==> src/rtl/io_bridge_pkg.sv <==
// io_bridge_pkg: shared constants for the CPU I/O bridge.
//   - I/O page tag and register word offsets within that page
//   - hex7(): hex nibble to active-low seven-segment pattern {dp,g,f,e,d,c,b,a}
package io_bridge_pkg;

  localparam logic [19:0] IO_PAGE   = 20'hFFFFF;

  localparam logic [11:0] OFF_DISP  = 12'h000;
  localparam logic [11:0] OFF_TIMER = 12'h020;
  localparam logic [11:0] OFF_LED   = 12'h060;
  localparam logic [11:0] OFF_SW    = 12'h070;
  localparam logic [11:0] OFF_BTN   = 12'h078;

  // Segment patterns are active-low; bit 7 (dp) is always 1 so the dot stays dark.
  function automatic logic [7:0] hex7(input logic [3:0] nib);
    logic [7:0] seg;
    case (nib)
      4'h0:    seg = 8'hC0;
      4'h1:    seg = 8'hF9;
      4'h2:    seg = 8'hA4;
      4'h3:    seg = 8'hB0;
      4'h4:    seg = 8'h99;
      4'h5:    seg = 8'h92;
      4'h6:    seg = 8'h82;
      4'h7:    seg = 8'hF8;
      4'h8:    seg = 8'h80;
      4'h9:    seg = 8'h90;
      4'hA:    seg = 8'h88;
      4'hB:    seg = 8'h83;
      4'hC:    seg = 8'hC6;
      4'hD:    seg = 8'hA1;
      4'hE:    seg = 8'h86;
      4'hF:    seg = 8'h8E;
      default: seg = 8'hFF;
    endcase
    return seg;
  endfunction

endpackage

==> src/rtl/io_bridge_seg_scanner.sv <==
// seg_scanner: time-multiplexes the 8-digit seven-segment display.
//   cpu_clk, cpu_rst (async, active-high)
//   disp[31:0]   : eight hex nibbles, nibble i drives digit i
//   dig_en[7:0]  : active-low one-hot digit enable
//   dig_seg[7:0] : active-low segments {dp,g,f,e,d,c,b,a}
// Each digit stays lit for SCAN_DIV cycles. Outputs are decoded from the
// registered digit index and the live disp value, so a DISP write shows up
// the cycle after it commits.
module seg_scanner
  import io_bridge_pkg::*;
#(
  parameter int SCAN_DIV = 50000
) (
  input  logic        cpu_clk,
  input  logic        cpu_rst,
  input  logic [31:0] disp,
  output logic [7:0]  dig_en,
  output logic [7:0]  dig_seg
);

  localparam int            CW   = (SCAN_DIV > 2) ? $clog2(SCAN_DIV) : 1;
  localparam logic [CW-1:0] TERM = CW'(SCAN_DIV - 1);

  logic [CW-1:0] scan_cnt_q, scan_cnt_d;
  logic [2:0]    dig_idx_q,  dig_idx_d;

  // Next-state: count to TERM, then wrap and step to the next digit (7 wraps to 0).
  always_comb begin
    if (scan_cnt_q == TERM) begin
      scan_cnt_d = '0;
      dig_idx_d  = dig_idx_q + 3'd1;
    end else begin
      scan_cnt_d = scan_cnt_q + CW'(1);
      dig_idx_d  = dig_idx_q;
    end
  end

  // Scan state registers.
  always_ff @(posedge cpu_clk or posedge cpu_rst) begin
    if (cpu_rst) begin
      scan_cnt_q <= '0;
      dig_idx_q  <= 3'd0;
    end else begin
      scan_cnt_q <= scan_cnt_d;
      dig_idx_q  <= dig_idx_d;
    end
  end

  // Digit select and segment decode of the selected nibble.
  always_comb begin
    dig_en  = ~(8'h01 << dig_idx_q);
    dig_seg = hex7(disp[{dig_idx_q, 2'b00} +: 4]);
  end

endmodule

==> src/rtl/io_bridge.sv <==
// io_bridge: data-bus responder between the single-cycle CPU and the board.
//   cpu_clk, cpu_rst (async, active-high)
//   Bus_addr/Bus_wen/Bus_wdata in, Bus_rdata out (combinational read)
//   dram_addr/dram_wen/dram_wdata out, dram_rdata in (DRAM pass-through)
//   sw[23:0], button[4:0] : raw asynchronous inputs, 2-flop synchronised
//   led[23:0]             : LED register
//   dig_en, dig_seg       : seven-segment display from seg_scanner
// Addresses with [31:12] == FFFFF hit the I/O page; all others go to DRAM.
module io_bridge
  import io_bridge_pkg::*;
#(
  parameter int SCAN_DIV = 50000,
  parameter int DRAM_AW  = 14
) (
  input  logic               cpu_clk,
  input  logic               cpu_rst,
  input  logic [31:0]        Bus_addr,
  input  logic               Bus_wen,
  input  logic [31:0]        Bus_wdata,
  output logic [31:0]        Bus_rdata,
  output logic [DRAM_AW-1:0] dram_addr,
  output logic               dram_wen,
  output logic [31:0]        dram_wdata,
  input  logic [31:0]        dram_rdata,
  input  logic [23:0]        sw,
  input  logic [4:0]         button,
  output logic [23:0]        led,
  output logic [7:0]         dig_en,
  output logic [7:0]         dig_seg
);

  logic        io_sel;
  logic [11:0] io_off;
  logic        wr_disp, wr_timer, wr_led;
  logic        unused_addr_lsb;

  logic [31:0] disp_q,  disp_d;
  logic [31:0] timer_q, timer_d;
  logic [23:0] led_q,   led_d;
  logic [23:0] sw_meta_q,  sw_sync_q;
  logic [4:0]  btn_meta_q, btn_sync_q;

  // Byte lanes are unused: the bus is word-aligned.
  assign unused_addr_lsb = ^Bus_addr[1:0];

  assign dram_addr  = Bus_addr[DRAM_AW+1:2];
  assign dram_wdata = Bus_wdata;

  // Address decode and per-register write strobes.
  always_comb begin
    io_sel   = (Bus_addr[31:12] == IO_PAGE);
    io_off   = Bus_addr[11:0];
    dram_wen = Bus_wen & ~io_sel;
    wr_disp  = Bus_wen & io_sel & (io_off == OFF_DISP);
    wr_timer = Bus_wen & io_sel & (io_off == OFF_TIMER);
    wr_led   = Bus_wen & io_sel & (io_off == OFF_LED);
  end

  // Register next-state; a TIMER write takes priority over the increment.
  always_comb begin
    disp_d  = wr_disp  ? Bus_wdata        : disp_q;
    led_d   = wr_led   ? Bus_wdata[23:0]  : led_q;
    timer_d = wr_timer ? Bus_wdata        : timer_q + 32'd1;
  end

  // Bridge registers and the two-stage input synchronisers.
  always_ff @(posedge cpu_clk or posedge cpu_rst) begin
    if (cpu_rst) begin
      disp_q     <= 32'h0;
      timer_q    <= 32'h0;
      led_q      <= 24'h0;
      sw_meta_q  <= 24'h0;
      sw_sync_q  <= 24'h0;
      btn_meta_q <= 5'h0;
      btn_sync_q <= 5'h0;
    end else begin
      disp_q     <= disp_d;
      timer_q    <= timer_d;
      led_q      <= led_d;
      sw_meta_q  <= sw;
      sw_sync_q  <= sw_meta_q;
      btn_meta_q <= button;
      btn_sync_q <= btn_meta_q;
    end
  end

  // Read mux: DRAM data outside the I/O page, register data inside; holes read 0.
  always_comb begin
    Bus_rdata = 32'h0;
    if (io_sel) begin
      case (io_off)
        OFF_DISP:  Bus_rdata = disp_q;
        OFF_TIMER: Bus_rdata = timer_q;
        OFF_LED:   Bus_rdata = {8'h00, led_q};
        OFF_SW:    Bus_rdata = {8'h00, sw_sync_q};
        OFF_BTN:   Bus_rdata = {27'h0, btn_sync_q};
        default:   Bus_rdata = 32'h0;
      endcase
    end else begin
      Bus_rdata = dram_rdata;
    end
  end

  assign led = led_q;

  seg_scanner #(
    .SCAN_DIV (SCAN_DIV)
  ) u_seg_scanner (
    .cpu_clk (cpu_clk),
    .cpu_rst (cpu_rst),
    .disp    (disp_q),
    .dig_en  (dig_en),
    .dig_seg (dig_seg)
  );

endmodule

==> config.mk <==
export PLATFORM = sky130hd
export DESIGN_NAME = io_bridge
export DESIGN_NICKNAME = d
export VERILOG_FILES = /design/src/rtl/io_bridge_pkg.sv /design/src/rtl/io_bridge_seg_scanner.sv /design/src/rtl/io_bridge.sv
export SDC_FILE = /design/constraint.sdc
export NUM_CORES = 1
export LEC_CHECK = 0
export CORE_MARGIN = 2
export CORE_UTILIZATION = 52
export DETAILED_ROUTE_END_ITERATION = 10
export MAX_ROUTING_LAYER = met4
export PLACE_DENSITY = 0.95
export SLEW_MARGIN = 20
export SYNTH_ARGS = -nofsm -noshare
export SYNTH_HDL_FRONTEND = slang
export SYNTH_SLANG_ARGS = --single-unit
==> constraint.sdc <==
create_clock -name cpu_clk -period 13.66 [get_ports cpu_clk]
set_input_delay 2.732 -clock cpu_clk [delete_from_list [all_inputs] [get_ports cpu_clk]]
set_output_delay 2.732 -clock cpu_clk [all_outputs]
set_load 0.02 [all_outputs]
# Word-level counts from Yosys, hierarchy flattened
# Memories as Yosys holds them, arrays and structs flattened.
# Index checks and enable logic that the tools add are counted.
# word_totals
ff_bits	165
mem_bits_ro	112
memories	1
out_inout_bits	119
ramBits	0
latchBits	0
# mem_list
name	words	word_bits	read_ports	rd_ports_with_merged_regs	wr	line_no	source
(no name shown)	16	7	1	0	0	io_bridge_pkg.sv:17	case (nib)
# op_classes
multipliers	0
bitwise_logic	7
n_shift	2
div	0
n_addsub	3
n_lt_le_gt_ge	0
n_reduce_logical	1
muxes	4
n_eq_ne	6
# ops
cell	n
32-bit case mux with 5 select lines	1
32-bit two-way mux	2
12-bit by 7-bit == test with 1-bit output (second input constant)	3
32-bit by 1-bit adder with 32-bit output (second input constant)	1
32-bit by 6-bit variable part select with 4-bit output	1
20-bit == test (second input constant)	1
16-bit by 1-bit adder with 16-bit output (second input constant)	1
16-bit == test (second input constant)	1
16-bit two-way mux	1
12-bit by 6-bit == test with 1-bit output (second input constant)	1
12-bit logical NOT	1
8-bit NOT	1
1-bit by 3-bit left shift with 8-bit output (first input constant)	1
1-bit bitwise AND	5
3-bit by 1-bit adder with 3-bit output (second input constant)	1
1-bit NOT	1

# Logic depth before layout (Yosys ltp)
# Gate-level depths: netlist (run 1).
# depth
depth_word	4
mapped_depth	7
mapped_depth_nobuf	6

# By module
# From an unflattened synthesis (run 1), not the netlist that was laid out.
# unflattened
cells_unflattened	766
area_unflattened_um2	8572.0
# modules_own_cells
mod	n_inst	cells_per_inst	area_each_um2	seq_area_each_um2
io_bridge	1	621	7028.0	3653.5
seg_scanner	1	145	1544.0	475.5

# Least setup slack after synthesis (run 1)
# OpenSTA, ideal clock, no wires.
# synth_timing
kind	input -> output
start	input port Bus_addr[6]
end	output port Bus_rdata[4]
t_required_ps	10928
setup_slack_ps	6505
arrival_time_ps	4423
cell_stages	6
cell_sequence	clkbuf_1 > and3_1 > buf_2 > nor3b_1 > a21oi_1 > o21ai_0
# synth_via
elab_chain_cells	3
elab_cells_between_ends	7
cone_classes	eq/ne: 4; mux: 2; reduce/logical: 1
# synth_lines
item	line_no	source
start, declared	io_bridge.sv:17	input logic [31:0] Bus_addr,
12-bit by 7-bit == test with 1-bit output, or another cell as far along	io_bridge.sv:91	case (io_off)
32-bit case mux with 5 select lines (*)	io_bridge.sv:91	
32-bit two-way mux (*)	io_bridge.sv:90	if (io_sel) begin
end, declared	io_bridge.sv:20	output logic [31:0] Bus_rdata,
# Mark *: on every way between the ends. The rest lies on a longest branch, timed or not.

# Worst setup path after layout (run 1)
# layout_timing
start	input port Bus_addr[3]
end	output port Bus_rdata[25]
# Same word-level chain as after synthesis.

==> flow_metrics.py, run 1 <==
metrics = {
    "outcome": {
        "outcome": "finished clean",
    },
    "yosys": {
        "yosysSeqAreaShare": 0.490,
        "synth_top_family_by_area": "multiplexers",
        "synth-xor-area-share": 0.0468,
        "synth-simple-area-share": 0.113,
        "synth_area_per_cell_sq_um": 11.3,
        "syn_nets": 889,
        "postSynthCellCount": 747,
        "synth_compound_gate_area_share": 0.106,
        "synth.area.mux_share": 0.155,
        "synthesis.area_sq_um": 8420,
        "ys_types": 51,
        "yosys.area_share.adder": 0.0208,
        "synth_seq_cells": 165,
        "yosys_warnings": 0,
    },
    "timing": {
        "drv_slew": 0,
        "hold_viol_final": 0,
        "fin_worst_skew_ns": 0.00736,
        "finalCritPeriodShare": 0.656,
        "slew_headroom": 0.272,
        "period_needed_ns": 8.97,
        "max_freq_ghz": 0.112,
        "setup_viol": 0,
        "setup_slack_ns": 4.69,
        "fin_setup_tns_ns": 0,
        "tightestPinTransition_ns": 1.09,
        "rsz0062_at_grt": "no",
    },
    "global_routing": {
        "grt_max_degree": 93,
        "grt_pass1_wl_um": 39200,
        "grt_pass1_vias": 7075,
        "groute.usage.overall": 0.302,
        "gr-total-overflow": 0,
        "antenna_found_initial": 0,
    },
    "cts": {
        "cts_setup_buffers": 0,
        "clk_path_buf_depth": 2,
        "cts_root_buf": "clkbuf_16",
        "htree_levels": 4,
        "cts_buffers": 17,
        "hold_buffers": 0,
        "cts.sinks": 165,
        "clock_latency_ns": 0.44,
        "cts_tree": "yes",
        "path_clk_slew_ns": 0.06,
        "ctsResizeCount": 0,
    },
    "worst_setup_path": {
        "crit_type": "input port to primary output",
        "reg2reg_depth": 5,
        "r2r_end": "timer_q[31]",
        "crit_fanout": 20,
        "cp-end-kind": "primary output",
        "crit_path_start": "Bus_addr[3]",
        "r2r-start": "timer_q[12]",
        "required_ns": 10.93,
        "start_kind": "input port",
        "arrival_ns": 6.23,
        "r2r_setup_slack_ns": 11.48,
    },
    "finish": {
        "area_delta_synth_final_pct": 34.0,
        "drive_above_1_share": 0.136,
        "fin_area_sq_um": 11300,
        "multi_input_area_sq_um": 3730,
        "fillers": 1050,
        "final_common_cell": "clkdlybuf4s50_1",
        "nets": 1079,
        "diodes": 0,
        "fin_cells": 1166,
        "final_cell_mix": "clkdlybuf4s50_1 (244), dfrtp_1 (165), nor2_1 (62), mux2_2 (47), nand2_1 (45)",
        "seqCellArea_sq_um": 4130,
    },
    "min_path": {
        "whs_endpoint": "sw_sync_q[23]",
        "min_from": "sw_meta_q[23]",
        "hold_path_depth": 0,
        "hold_path.class": "flop to flop",
    },
    "drt": {
        "avgRoutedWirePerCell_um": 21.7,
        "first_pass_iters": 7,
        "wl_um": 25200,
        "drc": 0,
        "drt_iter0_markers": 709,
        "antenna_left": 0,
        "via_count": 6967,
        "via_per_inst": 5.98,
    },
    "die": {
        "die-area_sq_um": 17200,
        "ios": 247,
        "die_width_um": 131,
        "coreArea_sq_um": 15800,
        "std_cell_rows": 46,
        "die_h_um": 131,
        "initial_core_util": 0.532,
    },
    "placed_design": {
        "dpl.hpwl_um": 17800,
        "gp_congestion": 0.935,
        "placed_area_sq_um": 10700,
        "placedCellCount": 1134,
        "dp_slack_ns": 4.79,
        "io_buffers": 245,
    },
    "power_and_ir_drop": {
        "power.leakage_nw": 4.89,
        "power_density_nw_per_um2": 96.8,
        "peakVddDrop_uv": 92.2,
    },
    "run": {
        "cap_violations": 0,
    },
}
==> sequential cells by signal (all words and copies together), names as in the netlist <==
register / count
u_seg_scanner.scan_cnt_q: 16
btn_meta_q: 5
sw_meta_q: 24
u_seg_scanner.dig_idx_q: 3
timer_q: 32
led: 24
btn_sync_q: 5
sw_sync_q: 24
disp_q: 32
==> power breakdown <==
part | internal [mW] | switching, mW
Clock | 0.277 | 0.199
Combinational | 0.0600 | 0.0552
Sequential | 0.497 | 0.00306
Total | 0.835 | 0.257
==> cell usage after synthesis, drive strengths merged <==
cell / count / area [sq um]
and4: 2 / 17.5
mux2: 68 / 841
nand3b: 1 / 7.51
nor3: 14 / 96.4
xor2: 33 / 289
o21ai: 16 / 80.1
nand4: 24 / 150
o2bb2ai: 1 / 8.76
and2: 2 / 12.5
a2111oi: 1 / 27.5
a211oi: 1 / 7.51
o31ai: 1 / 7.51
nor4bb: 1 / 10.0
and3: 6 / 37.5
or4b: 1 / 10.0
a22oi: 28 / 210
nor3b: 1 / 7.51
a21oi: 39 / 195
clkbuf: 18 / 67.6
or3: 1 / 6.26
a32oi: 5 / 43.8
nor4: 4 / 43.8
ha: 14 / 175
buf: 63 / 448
conb: 1 / 3.75
o22ai: 20 / 125
xnor2: 12 / 105
nor2: 63 / 239
a22o: 21 / 184
or2: 2 / 12.5
nor4b: 1 / 23.8
nand4b: 1 / 8.76
nand2: 45 / 169
mux2i: 28 / 280
dfrtp: 165 / 4130
nor2b: 1 / 6.26
or4: 1 / 7.51
inv: 16 / 60.1
nand3: 17 / 85.1
mux4: 8 / 180
==> kinds of logic after synthesis <==
group,after synthesis
DFF,165
muxes,104
xor gates and xnor gates,45
other,1
AOI/OAI and AO/OA,133
and+or+nand+nor,188
buffers and inverters,97
adders and majority gates,14
==> worst max-delay path by stage <==
| stage | cells past startpoint | slack [ns] | endpoint |
|---|---|---|---|
| 2_1_floorplan | 1 | 6.47 | btn_meta_q[0] |
| 3_3_place_gp | 7 | 4.97 | Bus_rdata[30] |
| 3_5_place_dp | 7 | 4.79 | Bus_rdata[26] |
| 4_1_cts | 7 | 4.74 | Bus_rdata[30] |
| 5_1_grt | 7 | 4.48 | Bus_rdata[26] |
| 6_report | 7 | 4.69 | Bus_rdata[25] |
==> critical path, cell delays in order <==
cell	delay (ns)
clkdlybuf4s50_1	0.69
nor3_4	0.43
nand2_1	0.57
nor3_2	0.77
a22oi_1	0.18
o21ai_0	0.21
clkdlybuf4s50_1	0.64
==> per-layer routing <==
| metal | global-route usage | wire length, um |
|---|---|---|
| met2 | 0.481 | 12300 |
| met5 | - | 0 |
| met3 | 0.0575 | 2080 |
| met1 | 0.379 | 9940 |
| met4 | 0.134 | 960 |
==> metrics by stage <==
| stage | hold WS [ns] | utilization | total power, mW |
|---|---|---|---|
| global route | 0.359 | 0.713 | 1.12 |
| detailed placement | 0.335 | 0.675 | 0.623 |
| finish | 0.348 | 0.713 | 1.09 |
| CTS | 0.344 | 0.712 | 1.10 |
| floorplan | 0.331 | - | 0.558 |
| global placement | 0.333 | 0.675 | 0.621 |
==> cell type report <==
class                   count  share of cell area
clock buffers              20              0.0405
clock inverters            12              0.0115
inverters                  16             0.00577
multi-input cells         485               0.330
flip-flops and latches    165               0.366
well taps                 216              0.0240
repair buffers            252               0.222
Power figures use the tool's default switching activity.
==> inputs of run 2 (changes only) <==
- CORE_UTILIZATION: 52 -> 43
- PLACE_DENSITY: 0.95 -> 0.87
- clock period: 13.66 -> 7.3 ns (I/O delays scaled with it)
==> flow_metrics.py, run 2 (synthesis results as in run 1) <==
metrics = {
    "outcome": {
        "outcome": "finished clean",
    },
    "cts": {
        "cts_root_buf": "clkbuf_16",
        "htree_levels": 4,
        "cts_setup_buffers": 0,
        "cts_tree": "yes",
        "path_clk_slew_ns": 0.07,
        "cts_buffers": 17,
        "ctsResizeCount": 0,
        "hold_buffers": 0,
        "clock_latency_ns": 0.43,
        "clk_path_buf_depth": 2,
        "cts.sinks": 165,
    },
    "finish": {
        "final_cell_mix": "clkdlybuf4s50_1 (244), dfrtp_1 (165), nor2_1 (62), mux2_2 (47), nand2_1 (45)",
        "fin_cells": 1220,
        "fillers": 1539,
        "nets": 1082,
        "top_regs": "disp_q (32), timer_q (32)",
        "drive_above_1_share": 0.140,
        "area_delta_synth_final_pct": 35.9,
        "utilization": 0.592,
        "final_common_cell": "clkdlybuf4s50_1",
    },
    "min_path": {
        "hold_path.class": "flop to flop",
        "hold_path_depth": 0,
        "whs_endpoint": "sw_sync_q[9]",
        "min_from": "sw_meta_q[9]",
    },
    "worst_setup_path": {
        "crit_fanout": 22,
        "cp-end-kind": "primary output",
        "cp.buffers_inverters": 4,
        "r2r-start": "timer_q[12]",
        "crit_type": "input port to primary output",
        "cp_slowest_stage_delay_ns": 0.81,
        "r2r_end": "timer_q[31]",
        "required_ns": 5.84,
        "reg2reg_depth": 5,
        "start_kind": "input port",
        "r2r_setup_slack_ns": 5.08,
        "worst_path_dominant_cell_family": "buffers and inverters",
        "path_cells": "clkdlybuf4s50_1 > nand4_1 > nor3_2 > nand2_1 > buf_4 > a2111oi_4 > buf_4 > a22o_1 > clkdlybuf4s50_1",
        "arrival_ns": 4.70,
        "cpMaxStageDelayCell": "a2111oi_4",
    },
    "die": {
        "ios": 247,
        "std_cell_rows": 51,
        "die_width_um": 144,
        "initial_core_util": 0.435,
        "coreArea_sq_um": 19300,
        "die-area_sq_um": 20700,
        "die_h_um": 144,
    },
    "placed_design": {
        "placedCellCount": 1186,
        "dpl.hpwl_um": 18000,
        "io_buffers": 245,
        "gp_congestion": 0.896,
    },
    "drt": {
        "drt_iter0_markers": 619,
        "first_pass_iters": 5,
        "avgRoutedWirePerCell_um": 20.4,
        "drc": 0,
        "wl_um": 24800,
        "via_per_inst": 5.54,
        "via_count": 6758,
        "antenna_left": 0,
    },
    "global_routing": {
        "grt_max_degree": 109,
        "antenna_found_initial": 1,
        "grt_pass1_wl_um": 38200,
        "grt_pass1_vias": 6812,
        "gr-total-overflow": 0,
        "groute.usage.overall": 0.252,
    },
    "power_and_ir_drop": {
        "internal_power_mw": 1.66,
        "power.leakage_nw": 4.97,
        "clock_power_share": 0.467,
        "p_seq_frac": 0.433,
        "power_density_nw_per_um2": 189,
        "p_sw_mw": 0.499,
        "pwr-share-comb": 0.100,
        "peakVddDrop_uv": 150,
        "p_sw_frac": 0.231,
    },
    "timing": {
        "period_needed_ns": 6.16,
        "setup_viol": 0,
        "finalCritPeriodShare": 0.843,
        "fin_worst_skew_ns": 0.00721,
        "rsz0062_at_grt": "no",
        "max_freq_ghz": 0.162,
        "hold_viol_final": 0,
        "drv_slew": 0,
        "tightestPinTransition_ns": 0.975,
        "slew_headroom": 0.350,
        "fin_setup_tns_ns": 0,
    },
    "run": {
        "cap_violations": 0,
    },
}
-- run 2: cell types whose count changed in the layout (fill, tap and decap cells not counted), sizes merged --
cell / delta
bufinv: +3
diode: +2
inv: +8
clkbuf: -3
clkinvlp: -8
buf: +3
-- run 2: routing by layer --
metal  vias to the layer above  track usage  part of all wire
li1                       3037            -                 -
met1                      3351        0.318              0.41
met2                       315        0.395              0.49
met3                        55       0.0513             0.069
met4                         0        0.109             0.033
met5                         -            -                 0
-- run 2: final cells by class --
| cell class | instances | area, sq um | area share |
|---|---|---|---|
| Clock inverter | 15 | 239 | 0.0209 |
| Tap cell | 265 | 332 | 0.0290 |
| Antenna cell | 2 | 5.00 | 0.000437 |
| Inverter | 16 | 65.1 | 0.00568 |
| Timing Repair Buffer | 255 | 2520 | 0.220 |
| Sequential cell | 165 | 4130 | 0.361 |
| Multi-Input combinational cell | 485 | 3730 | 0.326 |
| Clock buffer | 17 | 425 | 0.0372 |
-- run 2: how the worst max path moves through the flow --
stage,cells past startpoint,end,from
6_report,9,Bus_rdata[19],Bus_addr[12]
5_1_grt,9,Bus_rdata[16],Bus_addr[12]
4_1_cts,9,Bus_rdata[19],Bus_addr[12]
3_5_place_dp,9,Bus_rdata[17],Bus_addr[12]
3_3_place_gp,9,Bus_rdata[19],Bus_addr[12]
2_1_floorplan,1,btn_meta_q[0],cpu_rst
-- run 2: power by group through the flow --
| stage | Sequential, mW | Clock [mW] | Combinational, mW |
|---|---|---|---|
| floorplan | 0.950 | 0 | 0.0943 |
| global placement | 0.952 | 0 | 0.213 |
| global route | 0.937 | 1.06 | 0.228 |
| finish | 0.936 | 1.01 | 0.215 |
| CTS | 0.936 | 1.02 | 0.216 |
| detailed placement | 0.953 | 0 | 0.215 |
-- run 2: stage by stage --
step | hold WS [ns] | total power, mW | area (sq um) | worst slack, ns
2_1_floorplan | 0.331 | 1.04 | 8420 | 1.38
3_3_place_gp | 0.331 | 1.16 | 10800 | 1.27
3_5_place_dp | 0.335 | 1.17 | 10800 | 1.18
4_1_cts | 0.349 | 2.17 | 11400 | 1.15
5_1_grt | 0.351 | 2.22 | 11400 | 0.989
6_report | 0.347 | 2.16 | 11400 | 1.14
